### src/rtl/truth_table_sweeper.sv
// Exhaustive stimulus/response engine: sweeps an N_IN-bit vector in ascending order,
// samples a one-bit response after a settle time and compares the table with an expected one.
module truth_table_sweeper #(
    parameter int N_IN   = 3,
    parameter int SETTLE = 1
) (
    input  logic                   i_clk,
    input  logic                   i_rst_n,
    input  logic                   i_start,
    input  logic [(1<<N_IN)-1:0]   i_expected,
    input  logic                   i_y,
    output logic [N_IN-1:0]        o_vec,
    output logic                   o_busy,
    output logic                   o_done,
    output logic                   o_pass,
    output logic [(1<<N_IN)-1:0]   o_table_out,
    output logic [(1<<N_IN)-1:0]   o_mismatch
);

    localparam int T = 1 << N_IN;

    localparam logic [0:0] ST_IDLE = 1'b0;
    localparam logic [0:0] ST_HOLD = 1'b1;

    localparam logic [N_IN-1:0] VEC_LAST   = {N_IN{1'b1}};
    localparam logic [3:0]      CNT_SETTLE = 4'(SETTLE);

    logic [0:0]      r_state;
    logic [N_IN-1:0] r_vec;
    logic [3:0]      r_cnt;
    logic [T-1:0]    r_exp;
    logic [T-1:0]    r_table;
    logic [T-1:0]    r_mismatch;
    logic            r_pass;
    logic            r_busy;
    logic            r_done;

    logic [T-1:0]    w_table_upd;
    logic            w_settled;
    logic            w_last;

    // Table as it will look once the current response has been written in
    always_comb begin
        w_table_upd        = r_table;
        w_table_upd[r_vec] = i_y;
    end

    // Capture and end-of-sweep qualifiers
    always_comb begin
        w_settled = (r_cnt == CNT_SETTLE);
        w_last    = (r_vec == VEC_LAST);
    end

    // Sweep sequencer; vec only moves on capture edges so the block under test sees clean steps
    always_ff @(posedge i_clk) begin
        if (!i_rst_n) begin
            r_state    <= ST_IDLE;
            r_vec      <= '0;
            r_cnt      <= 4'd0;
            r_exp      <= '0;
            r_table    <= '0;
            r_mismatch <= '0;
            r_pass     <= 1'b0;
            r_busy     <= 1'b0;
            r_done     <= 1'b0;
        end else begin
            case (r_state)
                ST_IDLE: begin
                    r_done <= 1'b0;
                    if (i_start) begin
                        r_state    <= ST_HOLD;
                        r_exp      <= i_expected;
                        r_vec      <= '0;
                        r_cnt      <= 4'd0;
                        r_table    <= '0;
                        r_mismatch <= '0;
                        r_pass     <= 1'b0;
                        r_busy     <= 1'b1;
                    end else begin
                        r_state <= ST_IDLE;
                    end
                end
                ST_HOLD: begin
                    if (!w_settled) begin
                        r_cnt <= r_cnt + 4'd1;
                    end else begin
                        r_table <= w_table_upd;
                        r_cnt   <= 4'd0;
                        if (!w_last) begin
                            r_vec <= r_vec + N_IN'(1);
                        end else begin
                            // Final compare includes the sample taken on this very edge
                            r_state    <= ST_IDLE;
                            r_busy     <= 1'b0;
                            r_done     <= 1'b1;
                            r_vec      <= '0;
                            r_mismatch <= w_table_upd ^ r_exp;
                            r_pass     <= (w_table_upd == r_exp);
                        end
                    end
                end
                default: begin
                    r_state <= ST_IDLE;
                    r_busy  <= 1'b0;
                    r_done  <= 1'b0;
                end
            endcase
        end
    end

    assign o_vec       = r_vec;
    assign o_busy      = r_busy;
    assign o_done      = r_done;
    assign o_pass      = r_pass;
    assign o_table_out = r_table;
    assign o_mismatch  = r_mismatch;

endmodule

### config.mk
export PLATFORM = sky130hd
export DESIGN_NAME = truth_table_sweeper
export DESIGN_NICKNAME = d
export VERILOG_FILES = /design/src/rtl/truth_table_sweeper.sv
export SDC_FILE = /design/constraint.sdc
export NUM_CORES = 1
export LEC_CHECK = 0
export CAP_MARGIN = 20
export CORE_MARGIN = 5
export CORE_UTILIZATION = 25
export CTS_BUF_LIST = sky130_fd_sc_hd__clkbuf_2 sky130_fd_sc_hd__clkbuf_4 sky130_fd_sc_hd__clkbuf_8
export CTS_CLUSTER_DIAMETER = 40
export DETAILED_ROUTE_END_ITERATION = 8
export GPL_ROUTABILITY_DRIVEN = 0
export GPL_TIMING_DRIVEN = 0
export PLACE_DENSITY = 0.46
export REMOVE_ABC_BUFFERS = 1
export SLEW_MARGIN = 20
export SYNTH_ARGS = -nofsm -noshare
export SYNTH_HDL_FRONTEND = slang
export SYNTH_SLANG_ARGS = --single-unit
export TNS_END_PERCENT = 1
### constraint.sdc
create_clock -name i_clk -period 5.2 [get_ports i_clk]
set_input_delay 1.3 -clock i_clk [delete_from_list [all_inputs] [get_ports i_clk]]
set_output_delay 1.3 -clock i_clk [all_outputs]
set_load 0.05 [all_outputs]
; ---- Word level (Yosys, flattened, before mapping)
; Cells that the tools add are included.
[totals]
wordCells = 57
ff_bits = 35
[op_classes]
magnitude_cmp = 2
n_bitwise = 2
addsub = 2
n_eq_ne = 6
mux = 31
reduce_logical = 5
[ops]
columns = cell, count
row1 = 8-bit two-way mux, 4
row2 = 8-bit one-hot mux with 2 select lines, 2
row3 = 1-bit two-way mux, 12
row4 = 3-bit two-way mux, 3
row5 = 8-bit bitwise mux, 1
row6 = 8-bit equality test, 1
row7 = 4-bit two-way mux, 2
row8 = 1-bit one-hot mux with 2 select lines, 4
row9 = 4-bit one-hot mux with 2 select lines, 1
row10 = 8-bit bitwise XOR, 1
row11 = 3-bit one-hot mux with 2 select lines, 1
row12 = 2-bit AND reduction, 3
row13 = 4-bit by 1-bit adder with 4-bit output (second input constant), 1
row14 = 4-bit by 1-bit equality test with 1-bit output (second input constant), 1
row15 = 3-bit by 4-bit less-than comparator with 1-bit output (second input constant), 1
row16 = 2-bit by 1-bit inequality test with 1-bit output (second input constant), 2
row17 = 3-bit by 1-bit adder with 3-bit output (second input constant), 1
row18 = 1-bit demux with 3-bit select, 1
row19 = 3-bit equality test (second input constant), 1
row20 = 3-bit by 1-bit greater-or-equal comparator with 1-bit output (second input constant), 1
row21 = 3-bit AND reduction, 1
row22 = 2-bit inequality test (second input constant), 1
row23 = 1-bit logical AND, 1
row24 = 1-bit inverter, 1

; ---- Logic depth before layout (Yosys ltp)
; Gate-level depths: netlist of run 1.
[depth]
ltp_word = 9
mapped_depth = 8

; ---- Worst setup path after synthesis of run 1
; Ideal clock, no wire load.
[synth_timing]
path_type = input to register
from = input port i_y
to = register r_pass, in the netlist o_pass
setup_ns = 0.084
arrival_time_ns = 2.529
required_time_ns = 5.116
path_slack_ns = 2.587
path_stages = 5
path_buffers = 1
path_cell_list = clkbuf_1 -> mux2i_1 -> xnor2_1 -> or4_1 -> o31ai_2
[synth_between]
elab_chain_cells = 5
[synth_lines]
columns = item, line
row1 = "start, declared", 11  ; input logic i_y,
row2 = 8-bit bitwise mux, 45  ; w_table_upd[r_vec] = i_y;
row3 = 8-bit equality test, 98  ; r_pass <= (w_table_upd == r_exp);
row4 = 1-bit two-way mux, 89  ; if (!w_last) begin
row5 = 1-bit two-way mux, 84  ; if (!w_settled) begin
row6 = 1-bit one-hot mux with 2 select lines, 67  ; case (r_state)
row7 = "end signal, assigned", 98
row8 = "end, declared", 34  ; logic r_pass;
; No other way between the ends. The select of a mux whose other input is x is not followed.
; A chain may end at the register's enable or synchronous reset.

; ---- Final worst setup path of run 1
[layout_timing]
from = register r_vec[0], in the netlist o_vec[0]
to = output port o_vec[0]
[layout_lines]
columns = item, line
row1 = "start, declared", 29  ; logic [N_IN-1:0] r_vec;
row2 = "start signal, assigned", 90  ; r_vec <= r_vec + N_IN'(1);
row3 = "end, declared", 12  ; output logic [N_IN-1:0] o_vec,
; No word-level cell between the ends.

==> results.toml, run 1 <==
[outcome]
outcome = "complete, no violations"

[clocking]
ctsRootBufferMaster = "clkbuf_8"
clk_pin_slew_ns = 0.08
cts_max_path_buffers = 2
cts_htree_levels = 2
cts_resized = 0
cts_tree = "yes"
cts_sinks = 35
clk_latency_ns = 0.29
postCtsSetupBuffers = 0
cts_inserted_buffers = 5
cts_hold_buffers = 0

[global_routing]
busiest_layer = "met2"
antenna_found_initial = 0
use_met2_pct = 15.8
grt_max_degree = 29
grt_pass1_wl_um = 6780
met1_usage_pct = 13.9
grt_pass1_vias = 1281
use_met3_pct = 2.89
grt_usage_pct = 10.4
overflow = 0

[sta]
clock.fmax_ghz = 0.328
worst_pin_slew_ns = 0.897
timing.final.crit_share_pct = 58.6
rsz0062_at_grt = "false"
tns_ns = 0
final.setup_skew_ns = 0.00535
setup_violations = 0
final.min_clock_period_ns = 3.05
slew_headroom_pct = 40.0
hold_violations = 0
slew_viol_final = 0

[job]
cap_viol_max_count = 0

[critical_path]
end_kind = "output pin"
crit_type = "register to output pin"
worstPathRequired_ns = 3.90
startpoint_type = "register"
crit_chain = "clkdlybuf4s50_1"
crit_fanout = 11
cp_slowest_cell = "clkdlybuf4s50_1"
worstPathArrival_ns = 1.75
critPathBufInv = 1
cp_top_family = "buffers and inverters"
cpPeakStageDelay_ns = 0.89

[synthesis]
netlist.area_leader.share_pct = 42.2
syn_area_per_cell_um2 = 8.83
yosysMostFrequentCell = "dfxtp_1"
ys_types = 32
synthTopCellsByArea = "dfxtp_1 (42%), a21boi_0 (8.1%), nand2_1 (6.8%)"
synth-seq-cells = 35
yosysSeqAreaShare_pct = 42.2
syn_area_um2 = 1660
ys.flop_type = "dfxtp_1"
async_flop_share_pct = 0
synth_common_cells = "dfxtp_1 (35), nand2_1 (30), a21boi_0 (18), o21ai_0 (13)"
yosys_warnings = 0
syn_inst = 188
synth_largest_area_cell = "dfxtp_1"
synth_edf_count = 0

[power]
sw_frac_of_total_pct = 26.9
power_switching_uw = 145
vdd_ir_drop_max_uv = 102
power.leakage_uw = 0.000750
clkPwrFrac_pct = 36.5
intPower_uw = 394
p_comb_share_pct = 11.0
power_density_nw_per_um2 = 254
pwr-share-seq_pct = 52.5

[routing]
drt_wl_total_um = 4100
viasPerCell = 4.69
drcViolationCount = 0
routedWlPerCell_um = 14.0
vias = 1374
firstDrtPassIters = 4
ant_nets = 0
drt_iter0_drc = 101

[finish]
nets = 231
area_growth_pct = 27.7
fin_area_um2 = 2120
num_antenna_cells = 0
drive_gt1_share_pct = 5.56
fillers = 676

[floorplanning]
die_area_um2 = 8370
die_h_um = 91.5
core-area_um2 = 6420
ios = 34
rows = 29
start_util_pct = 25.9
die_x_um = 91.5

[placed_design]
dp.final_hpwl_um = 2870
placed_area_um2 = 2030
portBuffers = 33

[hold_path]
hold_path.class = "register to register"
==> path summary, 6_finish.rpt <==
kind	cells after the start	slack [ns]	endpoint	from
worst max-delay path	1	2.15	o_vec[0]	o_vec[0]$_SDFFE_PN0P_
worst max register to register	5	3.03	o_pass$_SDFFE_PN0P_	o_vec[1]$_SDFFE_PN0P_
worst min-delay path	2	0.47	o_pass$_SDFFE_PN0P_	o_pass$_SDFFE_PN0P_
worst min register to register	2	0.47	o_pass$_SDFFE_PN0P_	o_pass$_SDFFE_PN0P_
==> cells in the final DEF, fill, tap and decap left out <==
| cell type | count |
|---|---|
| a22oi_1 | 2 |
| nand2b_1 | 2 |
| xor2_1 | 2 |
| ha_1 | 4 |
| a22o_1 | 7 |
| and4_1 | 1 |
| o21ai_1 | 1 |
| and4bb_2 | 1 |
| o31ai_2 | 1 |
| clkinv_2 | 1 |
| dfxtp_1 | 35 |
| a21boi_0 | 18 |
| nor3b_1 | 5 |
| or4_1 | 1 |
| xnor2_1 | 8 |
| or3b_2 | 1 |
| o21ai_0 | 12 |
| a41oi_1 | 1 |
| clkdlybuf4s50_1 | 33 |
| and3_1 | 1 |
| nor3_1 | 2 |
| inv_1 | 2 |
| mux2i_1 | 8 |
| a31o_2 | 1 |
| clkbuf_8 | 5 |
| nor2b_1 | 5 |
| nor2_1 | 10 |
| nand3_1 | 4 |
| and3b_1 | 3 |
| clkinvlp_4 | 2 |
| or3_1 | 2 |
| nand2_1 | 30 |
| and2_1 | 3 |
| a21oi_1 | 2 |
==> flip-flops by register name, indices dropped and copies added (netlist names) <==
| signal | flops |
|---|---|
| o_mismatch | 8 |
| o_table_out | 8 |
| r_exp | 8 |
| r_cnt | 4 |
| o_vec | 3 |
| o_busy | 1 |
| o_done | 1 |
| o_pass | 1 |
| r_state | 1 |
==> metal layers <==
metal	wire length, um	vias up
li1	-	703
met1	2020	635
met2	1840	30
met3	185	6
met4	53	0
met5	0	-
==> power by group through the flow <==
stage,logic [uW],clock network (uW),registers [uW]
2_1_floorplan,29.9,0,293
3_3_place_gp,60.2,0,289
3_5_place_dp,60.1,0,289
4_1_cts,60.4,206,283
5_1_grt,66.6,219,284
6_report,59.3,196,283
==> layout make-up <==
type                    count  area [um2]  share of cell area, %
clock inverters             3        20.0                  0.944
repair buffers             33         330                   15.6
multi-input cells         138         897                   42.3
inverters                   2        7.51                  0.354
well taps                  77        96.3                   4.54
clock buffers               5        68.8                   3.24
flip-flops and latches     35         701                   33.0
==> stage by stage <==
step / cells / utilization, % / hold WS, ns / total power, uW / worst slack, ns
CTS: 293 / 33.0 / 0.478 / 549 / 2.12
detailed placement: 285 / 31.6 / 0.463 / 349 / 1.85
floorplan: 175 / - / 0.456 / 323 / 2.86
finish: 293 / 33.0 / 0.469 / 539 / 2.15
global placement: 285 / 31.6 / 0.457 / 349 / 1.83
global route: 293 / 33.0 / 0.494 / 570 / 1.99
==> kinds of logic after synthesis <==
family / count (synthesis) / synth area share (%)
AO/OA/AOI/OAI: 45 / 19.1
XOR/XNOR: 10 / 5.28
adder cells (fa/ha/maj): 4 / 3.01
buffers and inverters: 15 / 3.77
flip-flops: 35 / 42.2
multiplexers: 8 / 4.82
AND/OR/NAND/NOR: 71 / 21.9
==> tightest hold or removal path: stages, from the launching register on <==
cell,delay [ns]
dfxtp_1,0.33
nand2_1,0.06
o31ai_2,0.05
Power figures use the tool's default switching activity.
==> run 2: changes to the inputs <==
- clock period: 5.2 -> 2.9 ns (I/O delays scaled with it)
==> results of run 2 <==
The final DEF is identical to that of run 1. Status: complete, no violations.
Among the figures that moved: setup slack after placement 1.85 ns -> 0.127 ns; setup slack after layout 2.15 ns -> 0.425 ns; register-to-register setup slack 3.03 ns -> 0.73 ns; total power 539 uW -> 966 uW; worst IR drop on VDD 102 uV -> 182 uV
==> run 3: changes to the inputs <==
- MAX_ROUTING_LAYER: default -> met4
==> run 3 against run 2 <==
Final area did not move; via count is 1.1% lower; total power barely moved; critical path type unchanged; first-iteration DRC count is 6.9% lower; clock-buffer cell count stayed put; die area stayed put.
==> results.toml, run 3 (synthesis results as in run 1) <==
[finish]
final_common_cell = "dfxtp_1"
area_growth_pct = 27.7
fin_area_um2 = 2120
num_antenna_cells = 0
drive_gt1_share_pct = 5.56
mostFrequentLayoutCells = "dfxtp_1 (35), clkdlybuf4s50_1 (33), nand2_1 (30), a21boi_0 (18), o21ai_0 (12)"
nets = 231

[floorplanning]
die_x_um = 91.5
rows = 29
die_h_um = 91.5
start_util_pct = 25.9
die_area_um2 = 8370
core-area_um2 = 6420
ios = 34

[clocking]
cts_resized = 0
cts_inserted_buffers = 5
clk_latency_ns = 0.29
cts_tree = "yes"
cts_sinks = 35
ctsRootBufferMaster = "clkbuf_8"
cts_hold_buffers = 0
clk_pin_slew_ns = 0.08
postCtsSetupBuffers = 0
cts_max_path_buffers = 2
cts_htree_levels = 2

[critical_path]
crit_chain = "clkdlybuf4s50_1"
worstPathRequired_ns = 2.17
r2r_start = "o_vec[1]$_SDFFE_PN0P_"
crit_type = "register to output pin"
worstPathArrival_ns = 1.76
end_kind = "output pin"
cp_slowest_cell = "clkdlybuf4s50_1"
cp_top_family = "buffers and inverters"
cpPeakStageDelay_ns = 0.89
startpoint_type = "register"
crit_cells = 1
critPathBufInv = 1
r2r_cells = 5
crit_fanout = 11
r2r_slack_ns = 0.73
r2r_end = "o_pass$_SDFFE_PN0P_"

[global_routing]
grt_pass1_vias = 1280
grt_usage_pct = 10.7
grt_max_degree = 29
antenna_found_initial = 0
grt_pass1_wl_um = 6800
overflow = 0

[job]
cap_viol_max_count = 0

[power]
vdd_ir_drop_max_uv = 182
power_density_nw_per_um2 = 455
power.leakage_uw = 0.000750
p_total_uw = 965

[sta]
tns_ns = 0
final.setup_skew_ns = 0.00591
clock.fmax_ghz = 0.403
setup_violations = 0
worst_pin_slew_ns = 0.898
hold_violations = 0
final.min_clock_period_ns = 2.48
rsz0062_at_grt = "false"
hold_slack_ns = 0.469
slew_viol_final = 0
timing.final.crit_share_pct = 85.5
slew_headroom_pct = 40.0

[routing]
drt_wl_total_um = 4120
ant_nets = 0
viasPerCell = 4.64
firstDrtPassIters = 4
vias = 1359
routedWlPerCell_um = 14.0
drcViolationCount = 0
drt_iter0_drc = 94

[placed_design]
placed_area_um2 = 2030
dp.final_hpwl_um = 2870
portBuffers = 33

[hold_path]
hold_path.class = "register to register"
worstHoldStart = "o_pass$_SDFFE_PN0P_"
holdPathEnd = "o_pass$_SDFFE_PN0P_"
hold_depth = 2

[outcome]
outcome = "complete, no violations"
-- run 3: cell counts in the layout (fill, tap and decap cells not counted) --
Identical to the previous run, type by type.
-- run 3: how the worst max path moves through the flow --
stage	slack, ns	startpoint	end
after floorplan	0.67	o_vec[1]$_SDFFE_PN0P_	o_pass$_SDFFE_PN0P_
after global placement	0.11	i_rst_n	o_pass$_SDFFE_PN0P_
after detailed placement	0.13	i_rst_n	o_pass$_SDFFE_PN0P_
after CTS	0.39	o_vec[0]$_SDFFE_PN0P_	o_vec[0]
after global routing	0.24	i_rst_n	o_pass$_SDFFE_PN0P_
final	0.42	o_vec[0]$_SDFFE_PN0P_	o_vec[0]
-- run 3: per-stage QoR --
step	util, %	setup slack (ns)	cells
after CTS	33.0	0.390	293
after global routing	33.0	0.243	293
after detailed placement	31.6	0.127	285
after global placement	31.6	0.105	285
final	33.0	0.420	293
after floorplan	-	0.671	175
-- run 3: routing by layer --
metal / up-vias / track usage (%) / wire length [um]
li1: 702 / - / -
met1: 623 / 14.0 / 2020
met2: 28 / 15.9 / 1860
met3: 6 / 2.73 / 183
met4: 0 / 3.77 / 55
met5: - / - / 0
-- run 3: where the power goes --
group	internal (uW)	switching (uW)	leakage, uW
Clock	167	185	0.0000402
Sequential	492	15.2	0.000284
Combinational	46.6	59.7	0.000425
-- run 3: worst min-delay path, stage by stage (launching register included) --
cell     delay (ns)
dfxtp_1        0.33
nand2_1        0.06
o31ai_2        0.05
-- run 3: area by class of cell --
type	instances	area [um2]
inverter	2	7.51
timing repair buffer	33	330
tap	77	96.3
clock buffer	5	68.8
sequential	35	701
clock inverter	3	20.0
multi-input combinational	138	897
fill	676	4300
==> RTL edit, RTL diff (flow settings as in run 2) <==
Set the parameter `N_IN` to 4 (it was 3).
--- a/src/rtl/truth_table_sweeper.sv
+++ b/src/rtl/truth_table_sweeper.sv
@@ -1,7 +1,7 @@
 // Exhaustive stimulus/response engine: sweeps an N_IN-bit vector in ascending order,
 // samples a one-bit response after a settle time and compares the table with an expected one.
 module truth_table_sweeper #(
-    parameter int N_IN   = 3,
+    parameter int N_IN   = 4,
     parameter int SETTLE = 1
 ) (
     input  logic                   i_clk,
Ports: changed (resized i_expected, o_mismatch, o_table_out and o_vec); port bits go from 34 to 59. No check against the original RTL was run, so the function may have changed too.
==> RTL edit against run 2 <==
Combinational power is 64% higher; global-route usage is 2.3 points higher; final area is 74% higher; area after synthesis is 69% higher; power is 77% higher; routed wire length is 97% higher; worst setup slack worse by 320 ps; sequential cell count is 25 higher; highest routed layer unchanged.
==> RTL edit: results <==
metrics = {
    "worst_setup_path": {
        "critPathSlowestCell": "dlygate4sd2_1",
        "slowest_delay_ps": 690,
        "cp.arrival_ps": 3050,
        "critPathTopFamily": "simple AND/OR/NAND/NOR gates",
        "cp_max_fo": 19,
    },
    "global_routing": {
        "use_met2": 0.196,
        "globalRouteTotalUtil": 0.126,
        "grt_max_degree": 30,
        "grt_pass1_wl_um": 13000,
        "grt_pass1_vias": 2400,
        "antenna_found_initial": 0,
        "grt_util_met3": 0.0334,
    },
    "placed_design": {
        "dp_hpwl_um": 5630,
        "post_dp_cell_area_sq_um": 3500,
        "pre_cts_slack_ps": -528,
        "portBuffers": 58,
    },
    "route": {
        "wl_met1_um": 3820,
        "met3_length_um": 441,
        "routed_wirelength_um": 8060,
        "dr_wl_met2_um": 3720,
        "drtIter0Drc": 134,
        "vias_per_cell": 4.65,
    },
    "synthesis": {
        "synth-compound-area-share": 0.194,
        "synth_xor_area_frac": 0.0626,
        "ys_seq_area_frac": 0.429,
        "synthTopCellsByCount": "dfxtp_1, nand2_1, o21ai_0",
        "yosys.area_share.adder": 0.0358,
        "synthTopCellsByArea": "dfxtp_1, nand2_1, mux2i_1",
        "synthMuxAreaShare": 0.0572,
    },
    "cts": {
        "cts_made_buffers": 9,
        "insertion_delay_ps": 340,
        "cts_sinks": 60,
        "cts_resized": 2,
        "cts_max_level": 3,
    },
    "finish": {
        "buffers": 60,
        "multi_input_gates": 229,
        "clkCellAreaFrac": 0.0469,
        "inv_count": 6,
        "seq_area_frac": 0.326,
        "nFillCells": 1184,
        "layout.nonclk_buf_frac": 0.164,
        "nNetsFinal": 394,
        "ff_latch_area_sq_um": 1200,
        "nClkBuffers": 11,
        "drive_gt1_frac": 0.0755,
    },
    "sta": {
        "fin_skew_ps": 11.4,
        "worst_pin_slew_ps": 1030,
    },
    "power_and_ir_drop": {
        "irDropWorstVdd_mv": 0.196,
        "leakage_nw": 1.37,
    },
    "floorplan": {
        "taps": 140,
    },
    "outcome": {
        "outcome": "finished clean",
    },
}
==> RTL edit: path summary, 6_finish.rpt <==
kind / end / startpoint / slack [ps] / cells past startpoint
setup / recovery: o_pass / i_y / 100 / 6
hold / removal: o_done / o_done / 460 / 2
setup reg to reg: o_pass / o_vec[1] / 160 / 7
hold reg to reg: o_done / o_done / 460 / 2
==> RTL edit: per-stage QoR <==
step                      cells  power (mW)  setup TNS [ps]
after floorplan             295       0.969               0
after global placement      493        1.05          -42660
after detailed placement    495        1.05           -7550
after CTS                   511        1.74               0
after global routing        511        1.79               0
final                       511        1.71               0
==> RTL edit: worst min-delay path, delay by kind of cell (launching register included) <==
family	cells	cell delay (ps)
AOI/OAI and AO/OA	1	50
buffers and inverters	1	50
DFF	1	320
==> RTL edit: power by group <==
part	total, mW	internal (mW)	switching, mW
clock network	0.678	0.337	0.342
logic	0.174	0.0728	0.102
registers	0.860	0.842	0.0179
total	1.71	1.25	0.461
